File: config.mk
export PLATFORM = sky130hd
export DESIGN_NAME = dma_xfer_engine
export DESIGN_NICKNAME = d
export VERILOG_FILES = /design/src/rtl/dma_xfer_engine.sv
export SDC_FILE = /design/constraint.sdc
export NUM_CORES = 1
export LEC_CHECK = 0
export BUFFER_PORTS_ARGS = -buffer_cell sky130_fd_sc_hd__buf_2
export CAP_MARGIN = 20
export CORE_ASPECT_RATIO = 0.6
export CORE_UTILIZATION = 48
export CTS_CLUSTER_DIAMETER = 200
export DETAILED_ROUTE_END_ITERATION = 8
export GPL_TIMING_DRIVEN = 0
export PLACE_DENSITY = 0.77
export SETUP_SLACK_MARGIN = 0.1
export SLEW_MARGIN = 20
export SYNTH_ARGS = -nofsm -noshare
export SYNTH_HDL_FRONTEND = slang
export SYNTH_SLANG_ARGS = --single-unit
File: constraint.sdc
create_clock -name clk -period 2.2 [get_ports clk]
set_input_delay 0.22 -clock clk [delete_from_list [all_inputs] [get_ports clk]]
set_output_delay 0.22 -clock clk [all_outputs]
set_load 0.01 [all_outputs]
File: src/rtl/dma_xfer_engine.sv
// Word-copy DMA initiator: reads a 16-bit word from src, writes it to dst, and repeats
// xfer_len times. It never drives dma_en onto the protected key region and stops on abort.
module dma_xfer_engine #(
  parameter logic [15:0] KMEM_BASE = 16'h6A00,
  parameter logic [15:0] KMEM_SIZE = 16'h001F,
  parameter int          LEN_W     = 8
) (
  input  logic             clk,
  input  logic             reset_n,
  input  logic             start,
  input  logic [15:0]      src_addr,
  input  logic [15:0]      dst_addr,
  input  logic [LEN_W-1:0] xfer_len,
  input  logic             abort,
  output logic [15:0]      dma_addr,
  output logic             dma_en,
  output logic             dma_we,
  output logic [15:0]      dma_din,
  input  logic [15:0]      dma_dout,
  input  logic             dma_ready,
  output logic             busy,
  output logic             done,
  output logic             err,
  output logic [LEN_W-1:0] words_left,
  output logic [1:0]       state_dbg
);

  localparam logic [1:0] S_IDLE = 2'd0;
  localparam logic [1:0] S_RD   = 2'd1;
  localparam logic [1:0] S_WR   = 2'd2;

  // Bus handshake: an access completes on a rising edge where dma_en=1 and dma_ready=1;
  // while dma_ready=0 the engine holds dma_addr/dma_we/dma_din/dma_en unchanged.

  logic [1:0]       state_q;
  logic [15:0]      src_q;
  logic [15:0]      dst_q;
  logic [15:0]      buf_q;
  logic [LEN_W-1:0] len_q;
  logic             err_q;
  logic             done_q;

  logic [15:0] cur_addr;
  logic [16:0] kmem_end;
  logic        addr_prot;
  logic        stop;

  always_comb begin
    cur_addr = 16'h0000;
    case (state_q)
      S_RD:    cur_addr = src_q;
      S_WR:    cur_addr = dst_q;
      default: cur_addr = 16'h0000;
    endcase
  end

  // 17-bit bound so a region ending at the top of the address space cannot wrap.
  assign kmem_end  = {1'b0, KMEM_BASE} + {1'b0, KMEM_SIZE};
  assign addr_prot = ({1'b0, cur_addr} >= {1'b0, KMEM_BASE}) && ({1'b0, cur_addr} < kmem_end);

  assign busy       = (state_q != S_IDLE);
  assign stop       = busy && (abort || addr_prot);
  assign dma_en     = busy && !stop;
  assign dma_we     = (state_q == S_WR);
  assign dma_addr   = cur_addr;
  assign dma_din    = buf_q;
  assign done       = done_q;
  assign err        = err_q;
  assign words_left = len_q;
  assign state_dbg  = state_q;

  always_ff @(posedge clk or negedge reset_n) begin
    if (!reset_n) begin
      state_q <= S_IDLE;
      src_q   <= 16'h0000;
      dst_q   <= 16'h0000;
      buf_q   <= 16'h0000;
      len_q   <= '0;
      err_q   <= 1'b0;
      done_q  <= 1'b0;
    end else begin
      done_q <= 1'b0;
      case (state_q)
        S_IDLE: begin
          if (start && !abort) begin
            src_q <= src_addr;
            dst_q <= dst_addr;
            len_q <= xfer_len;
            err_q <= 1'b0;
            if (xfer_len == '0) done_q  <= 1'b1;
            else                state_q <= S_RD;
          end
        end
        S_RD: begin
          if (stop) begin
            state_q <= S_IDLE;
            err_q   <= 1'b1;
          end else if (dma_ready) begin
            buf_q   <= dma_dout;
            state_q <= S_WR;
          end
        end
        S_WR: begin
          if (stop) begin
            state_q <= S_IDLE;
            err_q   <= 1'b1;
          end else if (dma_ready) begin
            src_q <= src_q + 16'd2;
            dst_q <= dst_q + 16'd2;
            len_q <= len_q - LEN_W'(1);
            if (len_q == LEN_W'(1)) begin
              state_q <= S_IDLE;
              done_q  <= 1'b1;
            end else begin
              state_q <= S_RD;
            end
          end
        end
        default: state_q <= S_IDLE;
      endcase
    end
  end

endmodule

==> run metrics, run 1 <==
failing checks=negative setup slack; Synth Area in Simple Gates=17.7%; # clock sinks=60; Post-synth ARST share=100%; final wirelength=20.4 mm; # nets final=698; multi-input combinational cell area=~3000 µm²; standard-cell rows=25; slowest stage delay, CP=between 400 and 500 ps; yosys warns=0; number of diodes=0; Tightest Hold Check Type=in2reg; Slew Limit Fails=0; post-DR wirelength/cell=27.5 µm; Worst Setup SP=state_dbg[1]; final worst-path cycle share=126%; Critical Path AT=between 2000 and 3000 ps; Sequential Area=1500 µm²; Synth Area in XOR/XNOR=0%; worst-path maximum fanout=10; routed via count=5,355; post-layout minimum cycle time=2780 ps; post-synthesis mux area share=6.83%; vias in the first global route=~4,800; run status=finished, violations left; TritonCTS clock tree=yes; Initial Utilization=50.6%; Worst Setup End Kind=flop; Cells after Synth=454; vias per inst=7.23; Final Core Density=81.0%; largest family of logic cells by synthesized area=compound AO/OA/AOI/OAI gates; global-route wire length before repair=26.2 mm; worst r2r src=state_dbg[1]; R2R Path End=state_dbg[0]; cell count after placement=669; post-synth cell types=67; CTS Buf Count=9; Clock Tree Root=clkbuf_16; Port-buffer cells=106; Reg2Reg Depth=12; Worst Setup EP=state_dbg[0]; Residual DRC=0; Non-Filler Instances=741; worst path cell trace=inv_4 -> ha_4 -> buf_8 -> buf_12 -> a32o_1 -> a32o_2 -> buf_4 -> a31oi_4 -> buf_4 -> buf_6 -> o21ai_0 -> a221oi_1; Die Wd=121 µm; drt pass-1 iters=7; pwr/cell area=approximately 1500 nW/µm²; synthesized flop and latch total=60; endpoints failing setup=65; H-tree levels=3; grt ovf=0; WP data required=2410 ps; post-route worst setup slack=-576 ps; RSZ-0062 raised after global routing=true; maximum VDD drop=0.000691 V; I/O Pins=108; Reg2Reg Setup Slack=-580 ps; Top FF cell, synth=dfrtp_1; fmax=360 MHz; largest net degree at the start of global routing=53; worst path buffer plus inverter count=6; Placeable Area=slightly above 8000 µm²; WP depth=12; initial antenna violation count=0; Top delay family on crit path=compound AO/OA/AOI/OAI gates; Crit Path Category=reg2reg; gr usage total=40.1%; Leak=roughly 2.8 nW; hpwl dp=10.5 mm; worst skew pair latency=350 ps; Post-Syn Area=4080 µm²; WHS=between 90 and 100 ps; Hold Fails Final Rpt=0; Worst-Margin Slew=between 900 and 1000 ps; Setup Skew=between 7 and 8 ps; 1st-iter DRT viols=around 1,000; die area=8890 µm²; clk slew on worst S/H paths=50 ps; Clock Tree Buf Depth=2; register area share after synthesis=36.8%; Slew headroom=around two fifths; Layout fillers=between 400 and 500; DRT antenna net count=0; P&R area growth vs syn=60.0%; GPL Wtd Cong=0.952; Max Cap Violations=0; Slowest-stage cell, CP=dfrtp_2; proportion of layout cells with a drive suffix above 1=just over 50%; critical path launch point type=flop; synthesized net count=approximately 520; die height=about 73 µm; Adder-Cell Fraction of Synth Area=2.45%; compound-gate portion of the synthesized area=around 29%; average cell area after synthesis=9.00 µm²; Crit path top cell by count=buf_4; EDFF count, synth=0
==> cell usage in the layout (no fill, tap or decap), types with 12 or more instances in the layout <==
| cell type | n |
|---|---|
| nor2_1 | 32 |
| clkbuf_16 | 12 |
| nand2_1 | 33 |
| buf_4 | 32 |
| a21oi_1 | 22 |
| buf_6 | 29 |
| dfrtp_1 | 58 |
| a22oi_2 | 17 |
| a21oi_2 | 20 |
| o22a_1 | 12 |
| o21ai_0 | 17 |
| inv_1 | 12 |
| nand3_1 | 12 |
| mux2_4 | 16 |
| buf_2 | 103 |
==> per-stage QoR <==
step	setup slack, ps	setup TNS [ps]	area (µm²)	power [mW]
global route	-589	-27790	6540	10.1
global placement	-705	-28580	4900	6.03
detailed placement	-728	-30620	4930	6.18
floorplan	-342	-7070	4230	4.86
finish	-576	-27020	6540	9.89
CTS	-485	-22920	6070	8.58
==> cell type report <==
| cell class | count | area share, % |
|---|---|---|
| Clock buffer | 13 | 4.14 |
| Inverter | 16 | 1.13 |
| Timing Repair Buffer | 164 | 18.0 |
| Sequential cell | 60 | 23.0 |
| Multi-Input combinational cell | 342 | 45.0 |
| Tap cell | 108 | 2.07 |
| Buffer | 36 | 6.49 |
| Clock inverter | 2 | 0.153 |
==> power by group <==
part           leakage, nW  internal (mW)  switching, mW
Sequential           0.691           1.65          0.819
Combinational         2.00           2.80           3.23
Clock                0.141          0.844          0.546
Total                 2.83           5.29           4.59
==> flip-flops by register name (all words and copies together) (netlist names) <==
register and count:
dst_q 16, src_q 16, err 1, words_left 8
done 1, dma_din 16, state_dbg 2
==> synthesized netlist by cell type, types with 2 or more instances <==
cell type  instances  area share [%]
inv_1             14             1.3
and2_1             6            0.92
a21o_1             3            0.55
a21oi_1           44             5.4
nand2_1           39             3.6
mux2_2             7             1.9
buf_2              5            0.61
a211o_1            4            0.86
nor4_1             3            0.46
mux2i_1            5             1.2
and3_1             5            0.77
nand4_1           10             1.5
nand3_1           12             1.5
buf_6              9             2.5
o31ai_1            4            0.74
o32ai_1            2            0.43
ha_1               8             2.5
a41oi_1            3            0.64
o2bb2ai_1          2            0.43
o2bb2a_1           5             1.2
buf_1              4            0.37
a2bb2oi_1          2            0.43
and4_1             2            0.43
or2_2              2            0.31
a211o_2            2            0.49
o221a_2            2            0.55
nand2b_1           3            0.46
o22a_1            12             2.6
nor3_1            14             1.7
dfrtp_1           60              37
clkbuf_1          13             1.2
buf_4              4            0.74
a22o_1             3            0.64
a31oi_1            7             1.1
o21ai_0           24             2.9
nor3b_1            5            0.92
o22ai_1           11             1.7
a221o_1            2            0.49
nor2_1            38             3.5
a22oi_1           18             3.3
mux2_4            10             3.7
==> logic make-up after synthesis <==
logic type      count (synthesis)
compound gates                166
simple gates                  146
flops                          60
buf+inv                        52
mux                            22
fa+ha+maj                       8
==> how the worst min path moves through the flow <==
stage	from	end	depth (start not counted)
floorplan	reset_n	dma_din[0]	0
global placement	dma_dout[5]	dma_din[5]	2
detailed placement	reset_n	dst_q[14]	1
CTS	dma_dout[12]	dma_din[12]	2
global route	dma_dout[8]	dma_din[8]	2
finish	dma_dout[8]	dma_din[8]	2
==> layer usage <==
layer	vias up	share of wire [%]	track usage, %
met2	588	41	61.0
li1	2077	-	-
met4	0	7.6	16.3
met5	-	0	0
met1	2466	35	52.5
met3	224	17	13.7
==> repair_timing <==
| action | CTS | global route |
|---|---|---|
| pin swaps | 26 | 48 |
| hold buffers | 1 | 0 |
| cloned | 7 | 2 |
| gates resized for setup | 115 | 69 |
| setup endpoints to repair | 70 | 73 |
| hold endpoints to repair | 13 | 0 |
| buffers inserted | 27 | 23 |
Note: power is estimated with default switching activity, not from simulation.
==> run 2, diff against run 1 <==
- CORE_MARGIN: unset -> 2
- GPL_TIMING_DRIVEN: 0 -> unset
==> run metrics, run 2 (same netlist as run 1, synthesis figures left out) <==
standard-cell rows=26; Worst Setup End Kind=flop; Die Wd=~120 µm; DRT antenna net count=0; worst path cell trace=inv_4 -> ha_4 -> a22oi_2 -> o2111ai_2 -> nor4_4 -> buf_6 -> a31oi_4 -> o211ai_4 -> clkbuf_16 -> mux2_4; run status=finished, violations left; hold buffer count at CTS=0; routed via count=5,139; commonest non-fill, non-tap cells in the layout=buf_2, buf_4, dfrtp_1; Slowest-stage cell, CP=dfrtp_2; critical path launch point type=flop; GPL Wtd Cong=0.902; 1st-iter DRT viols=between 600 and 700; global-route wire length before repair=22.5 mm; Tightest Hold Check Type=in2async; endpoints failing setup=59; failing checks=negative setup slack; vias per inst=roughly 6.7; fmax=362 MHz; Slew Limit Fails=0; WP data required=roughly 2400 ps; slowest stage delay, CP=420 ps; Leak=2.89 nW; final wirelength=17.6 mm; Non-Filler Instances=770; gr usage total=32.3%; post-layout minimum cycle time=2760 ps; hpwl dp=10.2 mm; Setup Skew=5.43 ps; largest net degree at the start of global routing=37; TritonCTS clock tree=yes; pwr/cell area=1520 nW/µm²; # clock sinks=60; CTS Buf Count=9; post-DR wirelength/cell=about 23 µm; most common cell after layout, fill and taps aside=buf_2; Clock Tree Root=clkbuf_16; number of diodes=0; H-tree levels=3; drt pass-1 iters=6; Clock Tree Buf Depth=2; vias in the first global route=4,364; Port-buffer cells=107; Worst-Margin Slew=916 ps; post-route worst setup slack=-559 ps; Placeable Area=approximately 8400 µm²; Critical Path AT=2980 ps; Residual DRC=0; P&R area growth vs syn=56.2%; Initial Utilization=around half; Final Power=approximately 9.7 mW; Slew headroom=between 30 and 40%; initial antenna violation count=0; final worst-path cycle share=125%; Crit Path Category=reg2reg; proportion of layout cells with a drive suffix above 1=51.4%; cell count after placement=roughly 720; die area=9290 µm²; maximum VDD drop=0.000751 V; Hold Fails Final Rpt=0; RSZ-0062 raised after global routing=true; worst-path maximum fanout=8; die height=75.5 µm; # nets final=722; Max Cap Violations=0; pre-CTS setup slack=-340 ps; I/O Pins=approximately 110; worst skew pair latency=between 300 and 400 ps; clk slew on worst S/H paths=50 ps; grt ovf=0
run 2: cell types whose count changed in the layout (fill, tap and decap cells not counted), moves of 4 or more:
cell	previous run	this run
buf_6	29	22
a22oi_2	17	13
buf_8	7	0
a21oi_2	20	9
clkbuf_1	9	0
buf_12	10	4
buf_4	32	88
a22oi_1	1	5
nand2_1	33	37
a21oi_1	22	35
run 2: power breakdown:
group	switching, mW	leakage [nW]	internal [mW]
clock network	0.546	0.161	1.10
registers	0.593	0.691	1.65
logic	3.00	2.04	2.81
run 2: final timing paths:
kind                                  to  slack (ps)  cells after the start         start
max reg2reg                   dma_din[8]        -560                     10  state_dbg[0]
max in group asynchronous      src_q[10]        1530                      2       reset_n
max                           dma_din[8]        -560                     10  state_dbg[0]
min in group clk             dma_din[14]         110                      2  dma_dout[14]
min                        words_left[1]          10                      1       reset_n
min reg2reg                     dst_q[0]         490                      2      dst_q[0]
run 2: final cells by class:
cell class | instances | area [µm²]
multi-input combinational | 344 | 2760
fill | 539 | 2010
timing repair buffer | 222 | 1570
sequential | 60 | 1500
clock buffer | 9 | 225
tap | 112 | 140
clock inverter | 7 | 115
inverter | 16 | 67.6
run 2: metrics by stage:
step / cell area [µm²] / TNS, ps / utilization (%) / hold slack (ps)
2_1_floorplan: 4230 / -7070 / - / -75.6
3_3_place_gp: 5290 / -8240 / 63.0 / 375
3_5_place_dp: 5290 / -14680 / 63.0 / 394
4_1_cts: 5850 / -16180 / 69.7 / 31.1
5_1_grt: 6380 / -27160 / 76.0 / 71.5
6_report: 6380 / -23910 / 76.0 / 14.3
run 2: worst max-delay path: cells and delay by family, from the launching register on:
kind	cells	cell delay [ps]
buffers and inverters	3	480
DFF	1	420
AOI/OAI and AO/OA	4	850
adders and majority gates	1	210
muxes	1	300
and+or+nand+nor	1	370
run 2: what timing repair did:
action                                  4_1_cts  5_1_grt
resized for setup                            19       77
pin swaps                                     9       16
endpoints found under the setup margin       60       61
setup buffers                                15       19
cloned                                        1        3
run 2: routing by layer:
layer | vias to the layer above | part of all wire [%] | GRT usage (%) | wire (µm)
li1 | 2122 | - | - | -
met1 | 2437 | 40 | 44.8 | 6970
met2 | 458 | 44 | 48.9 | 7720
met3 | 122 | 12 | 8.46 | 2070
met4 | 0 | 4.8 | 13.1 | 846
met5 | - | 0 | 0 | 0
==> run 3, diff against run 2 <==
- CAP_MARGIN: 20 -> 40
- CORE_UTILIZATION: 48 -> 54
- PLACE_DENSITY: 0.77 -> 0.82
- SETUP_SLACK_MARGIN: 0.1 -> 0.05
- clock period: 2.2 -> 2.98 ns (I/O delays scaled with it)
==> run metrics, run 3 (same netlist as run 1, synthesis figures left out) <==
Hold Fails Final Rpt=0; Slew Limit Fails=0; vias per inst=about 6.5; post-DR wirelength/cell=20.0 µm; Clock Tree Buf Depth=2; post-route worst setup slack=127 ps; Placeable Area=7300 µm²; post-layout minimum cycle time=approximately 2900 ps; drt pass-1 iters=6; grt ovf=0; Residual DRC=0; vias in the first global route=around 4,100; WHS=10.3 ps; run status=complete, no violations; # nets final=~630; proportion of layout cells with a drive suffix above 1=32.1%; H-tree levels=3; Final Core Density=between 60% and 70%; Setup TNS=0 ps; 1st-iter DRT viols=between 600 and 700; final worst-path cycle share=95.7%; number of diodes=0; most common cell after layout, fill and taps aside=buf_2; hpwl dp=9.37 mm; Critical Path AT=3070 ps; initial antenna violation count=0; Max Cap Violations=0; pwr/cell area=1100 nW/µm²; worst skew pair latency=340 ps; final wirelength=13.3 mm; Crit Path Category=reg2reg; RSZ-0062 raised after global routing=false; maximum VDD drop=0.000584 V; largest net degree at the start of global routing=34; Layout fillers=a little over 600; clk slew on worst S/H paths=50 ps; die height=roughly 71 µm; Clock Tree Root=clkbuf_16; gr usage total=about a third; Setup Skew=approximately 6 ps; WP data required=3200 ps; die area=8300 µm²; commonest non-fill, non-tap cells in the layout=buf_2, dfrtp_1, a21oi_1; # clock sinks=60; P&R area growth vs syn=23.0%; global-route wire length before repair=21.1 mm; routed via count=between 4,000 and 5,000; CTS Buf Count=9; GPL Wtd Cong=0.903; I/O Pins=108; Worst Setup End Kind=flop; worst-path maximum fanout=16; endpoints failing setup=0; pre-CTS setup slack=224 ps; Tightest Hold Check Type=in2async; Final Power=5.52 mW; standard-cell rows=24; Port-buffer cells=107; Worst-Margin Slew=737 ps; TritonCTS clock tree=yes; Initial Utilization=approximately 56%; fmax=351 MHz; Leak=2.29 nW; DRT antenna net count=0; critical path launch point type=flop; Die Wd=116 µm; Slew headroom=50.8%
[run 3: cell types whose count changed in the layout (fill, tap and decap cells not counted), sizes merged]
| cell | delta |
|---|---|
| a211o | -1 |
| buf | -93 |
| bufinv | -1 |
| clkbuf | +1 |
| clkinv | -1 |
| clkinvlp | -1 |
| nand2 | -1 |
[run 3: worst max-delay path, cell delays in order, from the launching register on]
cell,delay [ps]
dfrtp_1,400
inv_1,120
ha_4,230
a22oi_1,340
o2111ai_1,250
nor4_4,380
a31oi_4,200
o211ai_4,240
buf_12,200
mux2_2,360
[run 3: path summary, 6_finish.rpt]
kind                               from            end  slack, ps  cells past startpoint
hold reg to reg                dst_q[0]       dst_q[0]        480                      2
setup / recovery           state_dbg[0]     dma_din[4]        130                      9
min in group clk            dma_dout[9]     dma_din[9]        180                      2
max in group asynchronous       reset_n    dma_din[14]       2230                      2
setup reg to reg           state_dbg[0]     dma_din[4]        130                      9
hold / removal                  reset_n  words_left[1]         10                      1
[run 3: per-layer routing]
layer  wire, µm  track usage (%)  part of all wire, %
met2       5880             48.1                   44
met3       1680             12.6                   13
met1       5470             45.7                   41
met5          0                0                    0
met4        251             10.3                  1.9
[run 3: layout make-up]
| type | count | area [µm²] | area share (%) |
|---|---|---|---|
| Clock buffer | 12 | 246 | 4.91 |
| Clock inverter | 4 | 72.6 | 1.44 |
| Inverter | 16 | 62.6 | 1.25 |
| Multi-Input combinational cell | 342 | 2310 | 46.0 |
| Sequential cell | 60 | 1500 | 29.9 |
| Tap cell | 104 | 130 | 2.59 |
| Timing Repair Buffer | 127 | 698 | 13.9 |
[run 3: what timing repair did]
action	in CTS	in global routing
endpoints found under the setup margin	0	24
setup buffers	0	2
resized for setup	0	6
hold buffers	0	0
[run 3: where the power goes]
group | switching, mW | total [mW] | internal, mW
logic | 1.47 | 2.63 | 1.16
registers | 0.531 | 1.75 | 1.22
clock network | 0.388 | 1.14 | 0.754
[run 3: metrics by stage]
stage,cells,cell area [µm²]
after floorplan,454,4080
after global placement,647,4660
after detailed placement,647,4660
final,665,5020
after CTS,663,4980
after global routing,665,5020
